**src/rtl/ddr_phy_rd_align_if.sv**
```systemverilog
// ddr_phy_rd_align_if
// Groups the read-data, tap and calibration signals of one DDR PHY DQ lane.
//   p_dq_in     : deserialized samples, 8 per DQ bit, index 0 earliest
//   rdata_p0/p1 : registered phase-0 / phase-1 read data per DQ bit
//   tap_ld      : manual tap load strobe, with tap_ld_val (4 bits per DQ bit)
//   tap_out     : current per-bit read-select tap
//   cal_start   : calibration start pulse
//   cal_busy    : calibration in progress
//   cal_done    : one-cycle calibration completion pulse
//   cal_fail    : per-bit flag, no passing tap found in the last calibration
// The master modport drives the lane (PHY front end / controller side);
// the slave modport is the aligner itself.
interface ddr_phy_rd_align_if #(
    parameter int DQ_WIDTH = 8
);
    logic [DQ_WIDTH*8-1:0] p_dq_in;
    logic [DQ_WIDTH-1:0]   rdata_p0;
    logic [DQ_WIDTH-1:0]   rdata_p1;
    logic                  tap_ld;
    logic [DQ_WIDTH*4-1:0] tap_ld_val;
    logic [DQ_WIDTH*4-1:0] tap_out;
    logic                  cal_start;
    logic                  cal_busy;
    logic                  cal_done;
    logic [DQ_WIDTH-1:0]   cal_fail;

    modport master (
        output p_dq_in, tap_ld, tap_ld_val, cal_start,
        input  rdata_p0, rdata_p1, tap_out, cal_busy, cal_done, cal_fail
    );

    modport slave (
        input  p_dq_in, tap_ld, tap_ld_val, cal_start,
        output rdata_p0, rdata_p1, tap_out, cal_busy, cal_done, cal_fail
    );
endinterface

```
**src/rtl/ddr_phy_rd_align.sv**
```systemverilog
// ddr_phy_rd_align
// Per-bit read-data alignment for one DDR PHY lane. Each DQ bit selects its
// phase-0/phase-1 sample out of a 24-sample window (two cycles of history
// plus the current deserialized byte) using a tap. A calibration sweep tries
// every tap against a known pattern and centres each bit in its longest run
// of passing taps.
// Ports:
//   clk100m : single rising-edge clock
//   phy_rst : asynchronous active-high reset
//   bus     : ddr_phy_rd_align_if.slave (data, taps, calibration control)
module ddr_phy_rd_align #(
    parameter int   DQ_WIDTH   = 8,
    parameter int   TAPS       = 12,
    parameter int   TAP_INIT   = 6,
    parameter int   SETTLE_CYC = 4,
    parameter int   CMP_CYC    = 16,
    parameter logic EXP_P0     = 1'b0,
    parameter logic EXP_P1     = 1'b1
) (
    input logic               clk100m,
    input logic               phy_rst,
    ddr_phy_rd_align_if.slave bus
);
    typedef enum logic [2:0] {IDLE, SETTLE, COMPARE, NEXT, FINISH} state_t;

    localparam logic [15:0] SETTLE_LAST = 16'(SETTLE_CYC - 1);
    localparam logic [15:0] CMP_LAST    = 16'(CMP_CYC - 1);
    localparam logic [3:0]  TAP_LAST    = 4'(TAPS - 1);
    localparam logic [3:0]  TAP_RST     = 4'(TAP_INIT);

    state_t                state;
    state_t                state_nxt;
    logic [15:0]           phase_cnt;
    logic [3:0]            sweep_tap;
    logic [DQ_WIDTH*8-1:0] q1;
    logic [DQ_WIDTH*8-1:0] q2;
    logic [DQ_WIDTH-1:0]   pass;
    logic [3:0]            run_start     [DQ_WIDTH];
    logic [3:0]            run_len       [DQ_WIDTH];
    logic [3:0]            best_start    [DQ_WIDTH];
    logic [3:0]            best_len      [DQ_WIDTH];
    logic [3:0]            run_start_nxt [DQ_WIDTH];
    logic [3:0]            run_len_nxt   [DQ_WIDTH];
    logic [3:0]            centre        [DQ_WIDTH];
    logic [23:0]           window        [DQ_WIDTH];
    logic [4:0]            eff_tap       [DQ_WIDTH];

    // Out-of-range taps (manual loads can reach 15) saturate to the last tap.
    function automatic logic [3:0] clamp_tap(input logic [3:0] k);
        if (k > TAP_LAST) return TAP_LAST;
        return k;
    endfunction

    assign bus.cal_busy = (state != IDLE);

    // Build each bit's sample window and pick the tap it reads through: the
    // sweep tap while calibrating, otherwise the bit's own programmed tap.
    always_comb begin
        for (int b = 0; b < DQ_WIDTH; b++) begin
            window[b]  = {q2[8*b +: 8], q1[8*b +: 8], bus.p_dq_in[8*b +: 8]};
            eff_tap[b] = {1'b0, clamp_tap(bus.cal_busy ? sweep_tap : bus.tap_out[4*b +: 4])};
        end
    end

    // Sample history and registered read data; phase 1 sits four samples
    // later in the window than phase 0.
    always_ff @(posedge clk100m or posedge phy_rst) begin
        if (phy_rst) begin
            q1           <= '0;
            q2           <= '0;
            bus.rdata_p0 <= '0;
            bus.rdata_p1 <= '0;
        end else begin
            q1 <= bus.p_dq_in;
            q2 <= q1;
            for (int b = 0; b < DQ_WIDTH; b++) begin
                bus.rdata_p1[b] <= window[b][eff_tap[b] + 5'd7];
                bus.rdata_p0[b] <= window[b][eff_tap[b] + 5'd3];
            end
        end
    end

    // Calibration sequencer: per tap, SETTLE then COMPARE then one NEXT
    // cycle for bookkeeping; FINISH commits the results.
    always_comb begin
        state_nxt = state;
        case (state)
            IDLE:    if (bus.cal_start) state_nxt = SETTLE;
            SETTLE:  if (phase_cnt == SETTLE_LAST) state_nxt = COMPARE;
            COMPARE: if (phase_cnt == CMP_LAST) state_nxt = NEXT;
            NEXT:    state_nxt = (sweep_tap == TAP_LAST) ? FINISH : SETTLE;
            FINISH:  state_nxt = IDLE;
            default: state_nxt = IDLE;
        endcase
    end

    // State register, per-phase cycle counter and the sweep tap index.
    always_ff @(posedge clk100m or posedge phy_rst) begin
        if (phy_rst) begin
            state     <= IDLE;
            phase_cnt <= '0;
            sweep_tap <= '0;
        end else begin
            state <= state_nxt;
            if (state_nxt != state || state == IDLE) phase_cnt <= '0;
            else phase_cnt <= phase_cnt + 16'd1;
            if (state == IDLE && bus.cal_start) sweep_tap <= '0;
            else if (state == NEXT && state_nxt == SETTLE) sweep_tap <= sweep_tap + 4'd1;
        end
    end

    // Run tracking: a zero run length means no run is open, so a passing
    // tap opens a new run starting at the current sweep tap.
    always_comb begin
        for (int b = 0; b < DQ_WIDTH; b++) begin
            run_start_nxt[b] = run_start[b];
            run_len_nxt[b]   = 4'd0;
            if (pass[b]) begin
                if (run_len[b] == 4'd0) begin
                    run_start_nxt[b] = sweep_tap;
                    run_len_nxt[b]   = 4'd1;
                end else begin
                    run_len_nxt[b] = run_len[b] + 4'd1;
                end
            end
            centre[b] = best_start[b] + ((best_len[b] - 4'd1) >> 1);
        end
    end

    // Pass flags, run/best trackers, tap register and calibration results.
    // The best run only moves on a strictly longer run, so ties keep the
    // earliest one.
    always_ff @(posedge clk100m or posedge phy_rst) begin
        if (phy_rst) begin
            pass         <= '0;
            bus.tap_out  <= {DQ_WIDTH{TAP_RST}};
            bus.cal_fail <= '0;
            bus.cal_done <= 1'b0;
            for (int b = 0; b < DQ_WIDTH; b++) begin
                run_start[b]  <= '0;
                run_len[b]    <= '0;
                best_start[b] <= '0;
                best_len[b]   <= '0;
            end
        end else begin
            bus.cal_done <= (state == FINISH);
            case (state)
                IDLE: begin
                    if (bus.cal_start) begin
                        pass <= '0;
                        for (int b = 0; b < DQ_WIDTH; b++) begin
                            run_start[b]  <= '0;
                            run_len[b]    <= '0;
                            best_start[b] <= '0;
                            best_len[b]   <= '0;
                        end
                    end else if (bus.tap_ld) begin
                        bus.tap_out <= bus.tap_ld_val;
                    end
                end
                SETTLE: if (state_nxt == COMPARE) pass <= '1;
                COMPARE: begin
                    for (int b = 0; b < DQ_WIDTH; b++) begin
                        if ({bus.rdata_p0[b], bus.rdata_p1[b]} != {EXP_P0, EXP_P1}) pass[b] <= 1'b0;
                    end
                end
                NEXT: begin
                    for (int b = 0; b < DQ_WIDTH; b++) begin
                        run_start[b] <= run_start_nxt[b];
                        run_len[b]   <= run_len_nxt[b];
                        if (run_len_nxt[b] > best_len[b]) begin
                            best_start[b] <= run_start_nxt[b];
                            best_len[b]   <= run_len_nxt[b];
                        end
                    end
                end
                FINISH: begin
                    for (int b = 0; b < DQ_WIDTH; b++) begin
                        if (best_len[b] != 4'd0) begin
                            bus.tap_out[4*b +: 4] <= centre[b];
                            bus.cal_fail[b]       <= 1'b0;
                        end else begin
                            bus.cal_fail[b] <= 1'b1;
                        end
                    end
                end
                default: ;
            endcase
        end
    end
endmodule
```
**src/flat_wrapper.sv**
```systemverilog
// flat-port wrapper written by rule: the top's interface ports become plain ports
module ddr_phy_rd_align_flat 
#(
    parameter int   DQ_WIDTH   = 8,
    parameter int   TAPS       = 12,
    parameter int   TAP_INIT   = 6,
    parameter int   SETTLE_CYC = 4,
    parameter int   CMP_CYC    = 16,
    parameter logic EXP_P0     = 1'b0,
    parameter logic EXP_P1     = 1'b1
)
  (clk100m, phy_rst, bus_p_dq_in, bus_tap_ld, bus_tap_ld_val, bus_cal_start, bus_rdata_p0, bus_rdata_p1, bus_tap_out, bus_cal_busy, bus_cal_done, bus_cal_fail);
  ddr_phy_rd_align_if #(.DQ_WIDTH(DQ_WIDTH)) bus_i ();
  input logic clk100m;
  input logic phy_rst;
  input wire logic [$bits(bus_i.p_dq_in)-1:0] bus_p_dq_in;
  input wire logic [$bits(bus_i.tap_ld)-1:0] bus_tap_ld;
  input wire logic [$bits(bus_i.tap_ld_val)-1:0] bus_tap_ld_val;
  input wire logic [$bits(bus_i.cal_start)-1:0] bus_cal_start;
  output wire logic [$bits(bus_i.rdata_p0)-1:0] bus_rdata_p0;
  output wire logic [$bits(bus_i.rdata_p1)-1:0] bus_rdata_p1;
  output wire logic [$bits(bus_i.tap_out)-1:0] bus_tap_out;
  output wire logic [$bits(bus_i.cal_busy)-1:0] bus_cal_busy;
  output wire logic [$bits(bus_i.cal_done)-1:0] bus_cal_done;
  output wire logic [$bits(bus_i.cal_fail)-1:0] bus_cal_fail;
  assign bus_i.p_dq_in = bus_p_dq_in;
  assign bus_i.tap_ld = bus_tap_ld;
  assign bus_i.tap_ld_val = bus_tap_ld_val;
  assign bus_i.cal_start = bus_cal_start;
  assign bus_rdata_p0 = bus_i.rdata_p0;
  assign bus_rdata_p1 = bus_i.rdata_p1;
  assign bus_tap_out = bus_i.tap_out;
  assign bus_cal_busy = bus_i.cal_busy;
  assign bus_cal_done = bus_i.cal_done;
  assign bus_cal_fail = bus_i.cal_fail;
  ddr_phy_rd_align #(.DQ_WIDTH(DQ_WIDTH), .TAPS(TAPS), .TAP_INIT(TAP_INIT), .SETTLE_CYC(SETTLE_CYC), .CMP_CYC(CMP_CYC), .EXP_P0(EXP_P0), .EXP_P1(EXP_P1)) u_core (.clk100m(clk100m), .phy_rst(phy_rst), .bus(bus_i));
endmodule
```
**config.mk**
```make
export PLATFORM = sky130hd
export DESIGN_NAME = ddr_phy_rd_align_flat
export DESIGN_NICKNAME = d
export VERILOG_FILES = /design/src/rtl/ddr_phy_rd_align_if.sv /design/src/rtl/ddr_phy_rd_align.sv /design/src/flat_wrapper.sv
export SDC_FILE = /design/constraint.sdc
export NUM_CORES = 1
export LEC_CHECK = 0
export ABC_AREA = 1
export CORE_ASPECT_RATIO = 1.4
export CORE_UTILIZATION = 58
export CTS_CLUSTER_DIAMETER = 150
export DETAILED_ROUTE_END_ITERATION = 8
export PLACE_DENSITY = 0.8
export SYNTH_ARGS = -nofsm -noshare
export SYNTH_HDL_FRONTEND = slang
export SYNTH_SLANG_ARGS = --single-unit
```
**constraint.sdc**
```tcl
create_clock -name clk100m -period 15 [get_ports clk100m]
set_clock_uncertainty 0.15 [all_clocks]
set_input_delay 3 -clock clk100m [delete_from_list [all_inputs] [get_ports clk100m]]
set_output_delay 3 -clock clk100m [all_outputs]
set_load 0.01 [all_outputs]
```
==> out/results.tsv, run 1 <==
stage	metric	value	unit
synth	total number of yosys warnings	0	
worst_setup_path	Buf/Inv on CP	1	
timing	RSZ-0062 raised after global routing	false	
global_route	initial antenna violation count	0	
clocking	CTS Buf Count	31	
clocking	cts hold-fix bufs	0	
power_and_ir_drop	Pleak	10.0	nW
clocking	PostCTS Resize Cnt	0	
worst_setup_path	CP top delay family	simple AND/OR/NAND/NOR gates	
floorplanning	I/O Pins	158	
cells_and_area	Area Growth Syn to Fin	17.1	%
worst_setup_path	CP Cell Sequence	nor2_8 > nand2_8 > clkdlybuf4s50_1	
power_and_ir_drop	Total Power	1.89	mW
timing	Worst Max-Slew Pin Slew	1.13	ns
synth	register bit count reported by yosys	320	
power_and_ir_drop	Pwr Density	90.7	mW/mm²
global_route	total track usage	0.299	
worst_setup_path	RR Startpoint	u_core.state[0]$_DFF_PP0_	
timing	Final setup viols	0	
worst_setup_path	Reg2Reg Setup Slack	11.53	ns
floorplanning	Die Wd	150	µm
synth	most frequent cell after synthesis	nand2_1	
power_and_ir_drop	P_int	1.49	mW
timing	Final Cycle Share	0.357	
clocking	H-Tree Depth	1	
drt	Detail Route Antenna Nets	0	
power_and_ir_drop	switch share	0.208	
worst_setup_path	Critical Path RT	11.85	ns
cells_and_area	fin nets	2503	
placed_design	Detailed Place HPWL	33.0	mm
clocking	Reg clk slew, reported paths	0.07	ns
cells_and_area	final cell count without fillers	2714	
timing	WHS	0.217	ns
worst_setup_path	cells on worst reg2reg path	12	
power_and_ir_drop	logic gate share of total power	0.045	
clocking	clock root cell	clkbuf_16	
placed_design	Final Wtd Congestion	0.925	
global_route	first-pass GRT wire length	73.9	mm
synth	main area contributors after synthesis	dfrtp_1, nand2_1, inv_1	
cells_and_area	share of layout cells above drive strength 1	0.0743	
synth	Mapped Avg Cell Area	8.23	µm²
floorplanning	full die area	0.0313	mm²
worst_setup_path	Levels on crit path	3	
power_and_ir_drop	worst vdd ir	0.0857	mV
hold_path	Min-Delay Path Class	flop to flop	
timing	Final Hold Vio Count	0	
cells_and_area	n_diodes	0	
clocking	CTS tree	built	
floorplanning	row count	75	
timing	Final TNS setup	0	ns
timing	normalized max-slew margin	0.248	
global_route	largest net degree at the start of global routing	180	
synth	syn nets	2357	
synth	Most used DFF post-synth	dfrtp_1	
placed_design	Post-Place Cells	2657	
drt	routed len/inst	16.9	µm
timing	Peak Freq	187	MHz
worst_setup_path	CP Class	flop to output port	
synth	Synth area leader	dfrtp_1	
global_route	Overflow after GRT	0	
worst_setup_path	top fanout value on the critical path	24	
synth	post-synth cell types	48	
job	Max-Cap Viols	0	
synth	Post-synth ARST share	1.00	
timing	crit path time final	5.36	ns
floorplanning	initial core utilization	0.591	
synth	Post-synth top cells	nand2_1, inv_1, dfrtp_1	
drt	# DRC	0	
synth	cell area after synthesis	0.0178	mm²
power_and_ir_drop	sequential share of power	0.470	
worst_setup_path	critical path arrival	2.21	ns
global_route	vias in the first global route	15200	
floorplanning	Die Height	209	µm
floorplanning	total core area	0.0300	mm²
timing	max-slew violation count	0	
worst_setup_path	Slowest cell on crit path	clkdlybuf4s50_1	
worst_setup_path	worst reg2reg endpoint	u_core.bus.rdata_p1[1]$_DFF_PP0_	
outcome	status	completed	
synth	post-synthesis sequential area ratio	0.452	
clocking	Skew-Pair Late Insertion Delay	0.57	ns
worst_setup_path	crit start category	flop	
power_and_ir_drop	Clk pwr share	0.485	
synth	post-synth top area share	0.428	
synth	post-synthesis instance total	2159	
worst_setup_path	Crit. End Element	output port	
placed_design	port bufs	157	
synth	number of enable flip-flop cells after synthesis	0	
hold_path	hold path depth	0	
drt	First-pass DRT Iterations	7	
worst_setup_path	Critical Path End	bus_cal_busy	
cells_and_area	post-layout util	0.692	
worst_setup_path	crit path launch	u_core.state[0]$_DFF_PP0_	
clocking	clk sinks	320	
power_and_ir_drop	Switch Pwr	0.391	mW
drt	Via density	5.61	
drt	Initial DRC Count	1008	
drt	final WL	45.8	mm
drt	vias	15200	
clocking	clk buf depth	3	
clocking	setup bufs post-CTS	0	
worst_setup_path	Crit path largest cell delay	0.56	ns
worst min path at each step:
stage                                        from                       to
after floorplan           u_core.q1[19]$_DFF_PP0_  u_core.q2[19]$_DFF_PP0_
after global placement     u_core.q1[1]$_DFF_PP0_   u_core.q2[1]$_DFF_PP0_
after detailed placement  u_core.q1[57]$_DFF_PP0_  u_core.q2[57]$_DFF_PP0_
after CTS                 u_core.q1[43]$_DFF_PP0_  u_core.q2[43]$_DFF_PP0_
after global routing      u_core.q1[57]$_DFF_PP0_  u_core.q2[57]$_DFF_PP0_
final                     u_core.q1[43]$_DFF_PP0_  u_core.q2[43]$_DFF_PP0_
flip-flops by register name (all words and copies together) (netlist names):
name and count:
u_core.q1 64, u_core.q2 40, u_core.best_len 32, u_core.best_start 32, u_core.bus.tap_out 32, u_core.run_len 32, u_core.run_start 32, u_core.phase_cnt 16
u_core.bus.cal_fail 8, u_core.bus.rdata_p0 8, u_core.bus.rdata_p1 8, u_core.pass 8, u_core.sweep_tap 4, u_core.state 3, u_core.bus.cal_done 1
layout make-up:
type                    instances  area, µm²
clock buffers                  42        867
clock inverters                15        329
fillers                      2376       9240
inverters                     369       1400
multi-input cells            1421       8060
flip-flops and latches        320       8030
well taps                     385        482
repair buffers                162       1620
kinds of logic after synthesis:
kind of cell / after synthesis / share of synthesized area
simple gates: 916 / 0.243
flops: 320 / 0.452
fa+ha+maj: 98 / 0.0724
buf+inv: 418 / 0.0943
xor+xnor: 53 / 0.0291
compound gates: 354 / 0.109
worst register-to-register path: cells and delay by family, from the launching register on:
kind | cells | cell delay, ns
AOI/OAI and AO/OA | 1 | 0.71
adders and majority gates | 1 | 0.33
buffers and inverters | 2 | 0.38
DFF | 1 | 0.47
and+or+nand+nor | 8 | 1.35
through the flow:
step	instance area [µm²]	setup slack (ns)
4_1_cts	20800	9.62
2_1_floorplan	17800	3.02
5_1_grt	20800	9.57
3_5_place_dp	19600	9.59
3_3_place_gp	19600	9.64
6_report	20800	9.64
power by group through the flow:
stage	clock, mW	sequential [mW]	combinational, mW
CTS	0.929	0.887	0.0855
floorplan	0	0.902	0.0364
detailed placement	0	0.903	0.0846
finish	0.915	0.887	0.0843
global placement	0	0.902	0.0832
global route	0.958	0.888	0.0935
cells in the final DEF (no fill, tap or decap), types with 9 or more instances in the layout:
cell	instances
a21oi_1	65
a31oi_1	10
bufinv_16	10
clkbuf_16	31
clkdlybuf4s50_1	157
dfrtp_1	304
dfstp_2	16
ha_1	90
inv_1	350
inv_2	15
nand2_1	412
nand2_2	19
nand2_4	13
nand3_1	259
nand3b_1	34
nand4_1	14
nor2_1	93
nor3_1	22
nor3b_1	9
o21ai_0	218
o21ai_1	24
o21ai_2	11
or2_2	11
xnor2_1	9
xor2_1	37
metal layers:
metal  share of wire  GRT usage  vias up  routed length [µm]
met1            0.40      0.366     7325               18200
met5               0          0        -                   0
met3           0.052     0.0297      138                2370
met4           0.051      0.162        0                2350
met2            0.50      0.515      464               22900
li1                -          -     7295                   -
Note: power is estimated with default switching activity, not from simulation.
==> run 2: changes to the inputs <==
CORE_UTILIZATION = 53   (was 58)
PLACE_DENSITY = 0.77   (was 0.8)
clock period = 4.6 ns   (was 15 ns; I/O delays follow)
==> out/results.tsv, run 2 (synthesized netlist as in run 1, its figures left out) <==
stage	metric	value	unit
drt	Initial DRC Count	965	
floorplanning	Die Wd	157	µm
cells_and_area	fin nets	2507	
drt	routed len/inst	16.2	µm
worst_setup_path	Crit path largest cell delay	0.49	ns
worst_setup_path	Critical Path RT	4.98	ns
job	Max-Cap Viols	0	
clocking	PostCTS Resize Cnt	0	
timing	Final Hold Vio Count	0	
cells_and_area	max FFs per register	64	
drt	vias	15100	
worst_setup_path	crit start category	flop	
cells_and_area	Top Registers	u_core.q1: 64 flops, u_core.q2: 40 flops	
drt	# DRC	0	
cells_and_area	most flop-heavy register	u_core.q1	
placed_design	pre-CTS setup slack	1.34	ns
worst_setup_path	CP top delay family	simple AND/OR/NAND/NOR gates	
placed_design	Post-Place Cells	2716	
clocking	Skew-Pair Late Insertion Delay	0.59	ns
timing	Final setup viols	0	
outcome	status	completed	
floorplanning	Die Height	219	µm
cells_and_area	Area Growth Syn to Fin	17.1	%
clocking	clk buf depth	3	
worst_setup_path	CP Cell Sequence	nor2_8 > nand2_8 > o21ai_2 > nand2_2 > inv_1 > ha_1 > xor2_2 > inv_1 > nand3_1 > nand3_1 > nand2_1 > nand2_1 > nand2_1	
cells_and_area	fin area	0.0208	mm²
global_route	first-pass GRT wire length	73.5	mm
clocking	CTS Buf Count	31	
clocking	setup bufs post-CTS	0	
hold_path	Min-Delay Path Class	flop to flop	
global_route	largest net degree at the start of global routing	124	
worst_setup_path	Critical Path End	u_core.bus.rdata_p1[0]$_DFF_PP0_	
worst_setup_path	Crit. End Element	flop	
clocking	CTS tree	built	
worst_setup_path	Reg2Reg Setup Slack	1.27	ns
cells_and_area	n_diodes	0	
worst_setup_path	most used cell, CP	nand2_1	
placed_design	Final Wtd Congestion	0.960	
drt	Detail Route Antenna Nets	0	
worst_setup_path	top fanout value on the critical path	24	
worst_setup_path	RR Startpoint	u_core.state[0]$_DFF_PP0_	
worst_setup_path	CP Class	flop to flop	
power_and_ir_drop	Pleak	9.98	nW
cells_and_area	most frequent cells in the layout	nand2_1, inv_1, dfrtp_1	
global_route	initial antenna violation count	1	
worst_setup_path	worst reg2reg endpoint	u_core.bus.rdata_p1[0]$_DFF_PP0_	
clocking	Reg clk slew, reported paths	0.07	ns
timing	post-route setup slack	1.27	ns
clocking	clock root cell	clkbuf_16	
clocking	H-Tree Depth	1	
worst_setup_path	Levels on crit path	13	
placed_design	port bufs	157	
timing	max-slew violation count	0	
floorplanning	I/O Pins	158	
timing	WHS	0.221	ns
power_and_ir_drop	Pwr Density	283	mW/mm²
worst_setup_path	crit path launch	u_core.state[0]$_DFF_PP0_	
floorplanning	total core area	0.0327	mm²
clocking	clk sinks	320	
placed_design	Placed Area	0.0197	mm²
clocking	cts hold-fix bufs	0	
power_and_ir_drop	worst vdd ir	0.266	mV
drt	First-pass DRT Iterations	6	
global_route	vias in the first global route	15200	
timing	RSZ-0062 raised after global routing	false	
timing	Worst Max-Slew Pin Slew	1.16	ns
worst_setup_path	Slowest cell on crit path	o21ai_2	
timing	Peak Freq	300	MHz
cells_and_area	post-layout util	0.636	
timing	crit path time final	3.33	ns
cells_and_area	share of layout cells above drive strength 1	0.0780	
floorplanning	initial core utilization	0.543	
cells_and_area	final cell count without fillers	2774	
timing	Final Cycle Share	0.724	
timing	normalized max-slew margin	0.223	
floorplanning	full die area	0.0343	mm²
drt	final WL	45.0	mm
placed_design	Detailed Place HPWL	33.4	mm
global_route	total track usage	0.270	
cells_and_area	most common cell after layout, fill and taps aside	nand2_1	
worst_setup_path	Buf/Inv on CP	2	
drt	Via density	5.43	
worst_setup_path	critical path arrival	3.71	ns
floorplanning	row count	78	
worst_setup_path	cells on worst reg2reg path	13	
global_route	Overflow after GRT	0	
## run 2: changes by cell type in the layout (fill, tap and decap cells not counted), sizes merged
cell | previous run | this run
buf | 5 | 9
clkinvlp | 0 | 6
clkinv | 7 | 9
clkbuf | 42 | 40
bufinv | 10 | 4
inv | 367 | 368
## run 2: worst min path at each step
stage                                       start                       to  slack [ns]  cells past startpoint
after floorplan           u_core.q1[19]$_DFF_PP0_  u_core.q2[19]$_DFF_PP0_        0.20                      0
after global placement     u_core.q1[3]$_DFF_PP0_   u_core.q2[3]$_DFF_PP0_        0.20                      0
after detailed placement  u_core.q1[19]$_DFF_PP0_  u_core.q2[19]$_DFF_PP0_        0.20                      0
after CTS                  u_core.q1[3]$_DFF_PP0_   u_core.q2[3]$_DFF_PP0_        0.22                      0
after global routing      u_core.q1[33]$_DFF_PP0_  u_core.q2[33]$_DFF_PP0_        0.23                      0
final                     u_core.q1[19]$_DFF_PP0_  u_core.q2[19]$_DFF_PP0_        0.22                      0
## run 2: area by class of cell
| cell class | count | area, µm² |
|---|---|---|
| Tap cell | 440 | 551 |
| Clock inverter | 18 | 210 |
| Inverter | 369 | 1390 |
| Timing Repair Buffer | 166 | 1680 |
| Multi-Input combinational cell | 1421 | 8060 |
| Sequential cell | 320 | 8030 |
| Clock buffer | 40 | 880 |
| Fill cell | 2756 | 11900 |
## run 2: report_power, final
part           switching, mW  internal (mW)  total [mW]  leakage [nW]
registers             0.0241           2.87        2.89          3.94
clock network           1.15           1.57        2.72         0.528
logic                  0.143          0.133       0.276          5.51
total                   1.31           4.58        5.89          9.98
## run 2: stage by stage
stage               total power [mW]  setup TNS, ns
floorplan                       3.06        -220.02
global placement                3.22              0
detailed placement              3.22              0
CTS                             5.93              0
global route                    6.08              0
finish                          5.89              0
## run 2: layer usage
layer | vias to the layer above | GRT usage | wire length, µm | share of wire
met4 | 2 | 0.144 | 2410 | 0.053
met2 | 420 | 0.476 | 22200 | 0.49
met3 | 149 | 0.0325 | 2440 | 0.054
met1 | 7197 | 0.319 | 17900 | 0.40
met5 | - | 0 | 12 | 0.00027
li1 | 7308 | - | - | -
